### src/rtl/fc3_classifier_if.sv
// Memory-side bus of the fc3 classifier: activation/weight/bias reads, logit writes and result.
// The classifier core uses the master modport; the memories and the consumer use slave.
interface fc3_classifier_if #(
  parameter int DATA_WIDTH = 16,
  parameter int IN_AW      = 7,
  parameter int W_AW       = 10,
  parameter int OUT_AW     = 4
);
  logic                         en;
  logic        [IN_AW-1:0]      in_read_addr;
  logic signed [DATA_WIDTH-1:0] in_read_data;
  logic        [W_AW-1:0]       weight_addr;
  logic signed [DATA_WIDTH-1:0] weight_data;
  logic        [OUT_AW-1:0]     bias_read_addr;
  logic signed [DATA_WIDTH-1:0] bias_read_data;
  logic                         logit_write_ena;
  logic        [OUT_AW-1:0]     logit_write_addr;
  logic signed [DATA_WIDTH-1:0] logit_write_data;
  logic        [OUT_AW-1:0]     class_out;
  logic                         FC_done;

  modport master (
    input  en, in_read_data, weight_data, bias_read_data,
    output in_read_addr, weight_addr, bias_read_addr,
           logit_write_ena, logit_write_addr, logit_write_data,
           class_out, FC_done
  );

  modport slave (
    output en, in_read_data, weight_data, bias_read_data,
    input  in_read_addr, weight_addr, bias_read_addr,
           logit_write_ena, logit_write_addr, logit_write_data,
           class_out, FC_done
  );
endinterface

### src/rtl/fc3_classifier.sv
// Final LeNet-5 stage: ten 84-input dot products plus bias, saturated to Q7.8 logits,
// with a running argmax whose index is presented alongside a level done flag.
module fc3_classifier #(
  parameter int DATA_WIDTH = 16,
  parameter int INPUT_MAP  = 84,
  parameter int OUTPUT_MAP = 10,
  parameter int FRAC_BITS  = 8,
  parameter int ACC_WIDTH  = 32
) (
  input  logic             clk,
  input  logic             rst,
  fc3_classifier_if.master bus
);

  localparam int IN_AW  = $clog2(INPUT_MAP);
  localparam int OUT_AW = $clog2(OUTPUT_MAP);
  localparam int PROD_W = 2 * DATA_WIDTH;

  localparam logic signed [ACC_WIDTH:0] SAT_MAX = (ACC_WIDTH + 1)'((2 ** (DATA_WIDTH - 1)) - 1);
  localparam logic signed [ACC_WIDTH:0] SAT_MIN = (ACC_WIDTH + 1)'(-(2 ** (DATA_WIDTH - 1)));

  typedef enum logic [2:0] {
    S_IDLE,
    S_MAC,
    S_DRAIN,
    S_BIAS,
    S_DONE
  } state_t;

  state_t                       state;
  logic        [IN_AW-1:0]      i_cnt;       // next activation index to issue
  logic        [OUT_AW-1:0]     j;
  logic signed [ACC_WIDTH-1:0]  acc;
  logic signed [DATA_WIDTH-1:0] max_val;
  logic                         prod_valid;  // read data on the bus belongs to this neuron

  logic signed [PROD_W-1:0]     prod;
  logic signed [ACC_WIDTH-1:0]  acc_shifted;
  logic signed [ACC_WIDTH:0]    logit_sum;
  logic signed [DATA_WIDTH-1:0] logit_sat;

  assign prod = PROD_W'(bus.in_read_data) * PROD_W'(bus.weight_data);

  // NOTE: every variable gets a value before any branch, so no path leaves it unassigned and no latch is inferred.
  always_comb begin
    acc_shifted = acc >>> FRAC_BITS;
    logit_sum   = {acc_shifted[ACC_WIDTH-1], acc_shifted} + (ACC_WIDTH + 1)'(bus.bias_read_data);
    logit_sat   = logit_sum[DATA_WIDTH-1:0];
    if (logit_sum > SAT_MAX) begin
      logit_sat = {1'b0, {(DATA_WIDTH - 1){1'b1}}};
    end else if (logit_sum < SAT_MIN) begin
      logit_sat = {1'b1, {(DATA_WIDTH - 1){1'b0}}};
    end
  end

  // NOTE: state is updated with non-blocking assignments so every register samples pre-edge values.
  always_ff @(posedge clk or negedge rst) begin
    if (!rst) begin
      state                <= S_IDLE;
      i_cnt                <= '0;
      j                    <= '0;
      acc                  <= '0;
      max_val              <= '0;
      prod_valid           <= 1'b0;
      bus.in_read_addr     <= '0;
      bus.weight_addr      <= '0;
      bus.bias_read_addr   <= '0;
      bus.logit_write_ena  <= 1'b0;
      bus.logit_write_addr <= '0;
      bus.logit_write_data <= '0;
      bus.class_out        <= '0;
      bus.FC_done          <= 1'b0;
    end else begin
      bus.logit_write_ena <= 1'b0;
      bus.FC_done         <= 1'b0;

      if (!bus.en) begin
        state      <= S_IDLE;
        prod_valid <= 1'b0;
      end else begin
        unique case (state)
          S_IDLE: begin
            state              <= S_MAC;
            j                  <= '0;
            acc                <= '0;
            prod_valid         <= 1'b0;
            bus.in_read_addr   <= '0;
            bus.weight_addr    <= '0;
            bus.bias_read_addr <= '0;
            i_cnt              <= IN_AW'(1);
          end

          S_MAC: begin
            if (prod_valid) begin
              acc <= acc + ACC_WIDTH'(prod);
            end
            prod_valid <= 1'b1;
            if (i_cnt == IN_AW'(INPUT_MAP)) begin
              state <= S_DRAIN;
            end else begin
              // Weights are row-major, so the weight address simply walks forward across neurons.
              bus.in_read_addr <= i_cnt;
              bus.weight_addr  <= bus.weight_addr + 1'b1;
              i_cnt            <= i_cnt + 1'b1;
            end
          end

          S_DRAIN: begin
            acc        <= acc + ACC_WIDTH'(prod);
            prod_valid <= 1'b0;
            state      <= S_BIAS;
          end

          S_BIAS: begin
            bus.logit_write_ena  <= 1'b1;
            bus.logit_write_addr <= j;
            bus.logit_write_data <= logit_sat;
            // Strict compare keeps the lowest index on ties.
            if (j == '0 || logit_sat > max_val) begin
              max_val       <= logit_sat;
              bus.class_out <= j;
            end
            if (j == OUT_AW'(OUTPUT_MAP - 1)) begin
              state <= S_DONE;
            end else begin
              state              <= S_MAC;
              j                  <= j + 1'b1;
              acc                <= '0;
              bus.in_read_addr   <= '0;
              bus.weight_addr    <= bus.weight_addr + 1'b1;
              bus.bias_read_addr <= j + 1'b1;
              i_cnt              <= IN_AW'(1);
            end
          end

          S_DONE: begin
            // Rises the cycle after the last logit write, once class_out has settled.
            bus.FC_done <= 1'b1;
          end

          default: state <= S_IDLE;
        endcase
      end
    end
  end

endmodule

### src/flat_wrapper.sv
// flat-port wrapper written by rule: the top's interface ports become plain ports
module fc3_classifier_flat 
#(
  parameter int DATA_WIDTH = 16,
  parameter int INPUT_MAP  = 84,
  parameter int OUTPUT_MAP = 10,
  parameter int FRAC_BITS  = 8,
  parameter int ACC_WIDTH  = 32
)
  (clk, rst, bus_en, bus_in_read_data, bus_weight_data, bus_bias_read_data, bus_in_read_addr, bus_weight_addr, bus_bias_read_addr, bus_logit_write_ena, bus_logit_write_addr, bus_logit_write_data, bus_class_out, bus_FC_done);
  fc3_classifier_if #(.DATA_WIDTH(DATA_WIDTH)) bus_i ();
  input  logic clk;
  input  logic rst;
  input wire logic [$bits(bus_i.en)-1:0] bus_en;
  input wire logic [$bits(bus_i.in_read_data)-1:0] bus_in_read_data;
  input wire logic [$bits(bus_i.weight_data)-1:0] bus_weight_data;
  input wire logic [$bits(bus_i.bias_read_data)-1:0] bus_bias_read_data;
  output wire logic [$bits(bus_i.in_read_addr)-1:0] bus_in_read_addr;
  output wire logic [$bits(bus_i.weight_addr)-1:0] bus_weight_addr;
  output wire logic [$bits(bus_i.bias_read_addr)-1:0] bus_bias_read_addr;
  output wire logic [$bits(bus_i.logit_write_ena)-1:0] bus_logit_write_ena;
  output wire logic [$bits(bus_i.logit_write_addr)-1:0] bus_logit_write_addr;
  output wire logic [$bits(bus_i.logit_write_data)-1:0] bus_logit_write_data;
  output wire logic [$bits(bus_i.class_out)-1:0] bus_class_out;
  output wire logic [$bits(bus_i.FC_done)-1:0] bus_FC_done;
  assign bus_i.en = bus_en;
  assign bus_i.in_read_data = bus_in_read_data;
  assign bus_i.weight_data = bus_weight_data;
  assign bus_i.bias_read_data = bus_bias_read_data;
  assign bus_in_read_addr = bus_i.in_read_addr;
  assign bus_weight_addr = bus_i.weight_addr;
  assign bus_bias_read_addr = bus_i.bias_read_addr;
  assign bus_logit_write_ena = bus_i.logit_write_ena;
  assign bus_logit_write_addr = bus_i.logit_write_addr;
  assign bus_logit_write_data = bus_i.logit_write_data;
  assign bus_class_out = bus_i.class_out;
  assign bus_FC_done = bus_i.FC_done;
  fc3_classifier #(.DATA_WIDTH(DATA_WIDTH), .INPUT_MAP(INPUT_MAP), .OUTPUT_MAP(OUTPUT_MAP), .FRAC_BITS(FRAC_BITS), .ACC_WIDTH(ACC_WIDTH)) u_core (.clk(clk), .rst(rst), .bus(bus_i));
endmodule
### config.mk
export PLATFORM = sky130hd
export DESIGN_NAME = fc3_classifier_flat
export DESIGN_NICKNAME = d
export VERILOG_FILES = /design/src/rtl/fc3_classifier_if.sv /design/src/rtl/fc3_classifier.sv /design/src/flat_wrapper.sv
export SDC_FILE = /design/constraint.sdc
export NUM_CORES = 1
export LEC_CHECK = 0
export CORE_ASPECT_RATIO = 0.7
export CORE_UTILIZATION = 60
export CTS_BUF_LIST = sky130_fd_sc_hd__clkbuf_4 sky130_fd_sc_hd__clkbuf_8 sky130_fd_sc_hd__clkbuf_16
export CTS_CLUSTER_DIAMETER = 80
export CTS_CLUSTER_SIZE = 8
export DETAILED_ROUTE_END_ITERATION = 10
export MAX_ROUTING_LAYER = met4
export PLACE_DENSITY = 0.84
export REMOVE_ABC_BUFFERS = 1
export SLEW_MARGIN = 10
export SYNTH_ARGS = -nofsm -noshare
export SYNTH_HDL_FRONTEND = slang
export SYNTH_SLANG_ARGS = --single-unit
### constraint.sdc
create_clock -name clk -period 10.9 [get_ports clk]
set_input_delay 2.18 -clock clk [delete_from_list [all_inputs] [get_ports clk]]
set_output_delay 2.18 -clock clk [all_outputs]
set_load 0.005 [all_outputs]
==> flow_summary.ini <==
[run_status]
status = completed

[worst_setup_path]
required_ps = 11150
reg2reg_from = u_core.acc[8]
crit_chain = clkdlybuf4s50_1, nand2_1, inv_1, fa_1, fa_1, inv_1, fa_1, inv_1, fa_1, fa_1, fa_1, ha_1, o21a_1, nor2_1, a21o_1, o31ai_1, a21oi_1, o21ai_0, o31ai_1, xnor2_1, a22o_1
crit_buf_inv = 4
rr_endpoint = u_core.max_val[3]
endpoint_kind = flop
r2r_slack_ps = 3870
critPathMaxStageDelay_ps = 860
arrival_ps = 9180
startpoint_type = primary input
critPathSlowestCell = clkdlybuf4s50_1
crit_family = adder cells
path_class = primary input to flop
cp_common_cell = fa_1
path_max_fanout = 16
rr_worst_depth = 20

[yosys]
synth.most_common_cell = inv_1
synth-seq-cells = 106
synthFlopType = dfrtp_1
ys_seq_area_share_pct = 15.4
yosysTopAreaCellShare_pct = 34.0
yosys.area.top_type = fa_1
synth_edf_count = 0
syn_area_um2 = 17300
synth_commonest_cells = inv_1, fa_1, nand2_1
synth.distinct_cells = 76
synth_warnings = 0
avgSynthCellArea_um2 = 9.46
async_flop_share_pct = 100
synthTopCellsByArea = fa_1, dfrtp_1, ha_1
netlist_instances = 1824

[die]
io_pins = 98
start_util_pct = 61.6
die_w_um = 205
die_area_um2 = 29500
rows = 51
die_y_um = 144
fp.coreArea_um2 = 28000

[timing]
hold_ws_ps = 481
fin_crit_ps = 8930
slew_viol_final = 0
fin_crit_sh_pct = 81.9
relSlewSlack_pct = 29.6
skew_ps = 6.19
max_freq_ghz = 0.112
tns_ps = 0
worst_slack_ps = 1970
worst_pin_slew_ps = 1060
finalHoldViolCount = 0
rsz0062_at_grt = no
setup_viol = 0

[detailed_routing]
firstDrtPassIters = 5
drc = 0
first_iter_violations = 907
vias = 13100
wl_per_cell_um = 17.7
ant_nets = 0
vias_per_cell = 5.85
drt-total-wl_mm = 39.7

[clock_tree]
clkTransAtPathRegs_ps = 70
ctsHoldBuffers = 0
cts_htree_levels = 3
postCtsSetupRepairBufs = 0
clk_latency_ps = 360
clock_tree.buffer_depth = 2
clkSinkCount = 106
cts_tree = done
ctsRootBufferMaster = clkbuf_16
cts_buffers = 9
ctsResizeCount = 0

[worst_hold_path]
hold_end = u_core.bus.logit_write_addr[3]
min_delay_path_depth = 2
hp-class = flop to flop
min_from = u_core.bus.logit_write_addr[3]

[place]
place_congestion = 1.01
portBuffers = 97
place_ws_ps = 1580
dp_hpwl_mm = 32.7

[finish]
fin_nets = 2358
num-fill-cells = 2128
fin_util_pct = 67.0
drive_gt1_share_pct = 3.84
syn_to_final_growth_pct = 8.76

[grt]
grt_first_pass_wirelength_mm = 68.7
grt_max_degree = 71
gr-total-overflow = 0
first_global_vias = 13900
track_usage_pct = 30.2
antenna_found_initial = 0

[run]
drv_cap = 0
-- cell families after synthesis --
group	count (synthesis)	share of synthesized area (%)
xor+xnor	81	4.15
fa+ha+maj	437	44.4
buf+inv	383	8.55
mux	7	0.406
flops	106	15.4
compound gates	297	12.6
simple gates	513	14.5
-- cells in the final DEF (no fill, tap or decap), types with 28 or more instances in the layout --
cell type,instances
inv_1,309
fa_1,293
nand2_1,227
ha_1,144
dfrtp_1,106
and2_1,99
clkdlybuf4s50_1,96
a21oi_1,68
nor2_1,49
xnor2_1,49
o21ai_0,38
a22o_1,36
nand2b_1,31
xor2_1,31
a21o_1,28
nand3_1,28
-- metal layers --
| metal | routed length [µm] | vias up | global-route usage [%] | share of wire [%] |
|---|---|---|---|---|
| met1 | 17300 | 6690 | 40.9 | 44 |
| li1 | - | 5938 | - | - |
| met4 | 875 | 0 | 6.91 | 2.2 |
| met2 | 19500 | 440 | 49.0 | 49 |
| met3 | 2050 | 80 | 3.72 | 5.2 |
| met5 | 0 | - | - | 0 |
-- how the worst max path moves through the flow --
stage | cells past startpoint | to | slack (ps) | from
after floorplan | 19 | u_core.acc[31] | 3140 | bus_weight_data[3]
after global placement | 21 | u_core.acc[31] | 1860 | bus_in_read_data[15]
after detailed placement | 21 | u_core.acc[31] | 1580 | bus_in_read_data[15]
after CTS | 20 | u_core.acc[31] | 1940 | bus_in_read_data[15]
after global routing | 21 | u_core.acc[31] | 1480 | bus_in_read_data[15]
final | 21 | u_core.acc[31] | 1970 | bus_in_read_data[15]
-- worst register-to-register path: stages, from the launching register on --
cell and delay [ps]:
dfrtp_1 440, ha_1 240, fa_1 480, a21oi_1 310, o21ai_2 160, a211oi_4 410
a21boi_1 160, or3_1 330, o22ai_1 220, nand4_2 540, o21bai_4 900, o21ai_0 230
ha_1 360, nand2_1 70, nor3_1 290, nand3_1 170, a21oi_1 280, o31ai_1 170
a21oi_1 830, o31ai_1 210, nand3_1 160
-- cell type report --
type | count | area (µm²) | share of cell area, %
diodes | 1 | 2.50 | 0.0133
well taps | 371 | 464 | 2.47
clock inverters | 6 | 67.6 | 0.360
flip-flops and latches | 106 | 2650 | 14.1
multi-input cells | 1335 | 13100 | 70.0
inverters | 310 | 1160 | 6.20
repair buffers | 108 | 1050 | 5.60
clock buffers | 10 | 233 | 1.24
-- sequential cells by signal (all words and copies together), names as in the netlist --
| name | cells |
|---|---|
| u_core.bus.in_read_addr | 7 |
| u_core.bus.weight_addr | 10 |
| u_core.bus.FC_done | 1 |
| u_core.bus.logit_write_ena | 1 |
| u_core.bus.class_out | 4 |
| u_core.acc | 32 |
| u_core.prod_valid | 1 |
| u_core.bus.bias_read_addr | 4 |
| u_core.max_val | 16 |
| u_core.i_cnt | 7 |
| u_core.bus.logit_write_data | 16 |
| u_core.state | 3 |
| u_core.bus.logit_write_addr | 4 |
-- metrics by stage --
stage	cell area (µm²)	instances
global placement	18500	2230
finish	18800	2247
detailed placement	18500	2230
global route	18800	2246
CTS	18800	2246
floorplan	16900	1751
Power is not shown: default switching activity piles up to over one toggle a cycle in this logic, so the estimate is an artifact.
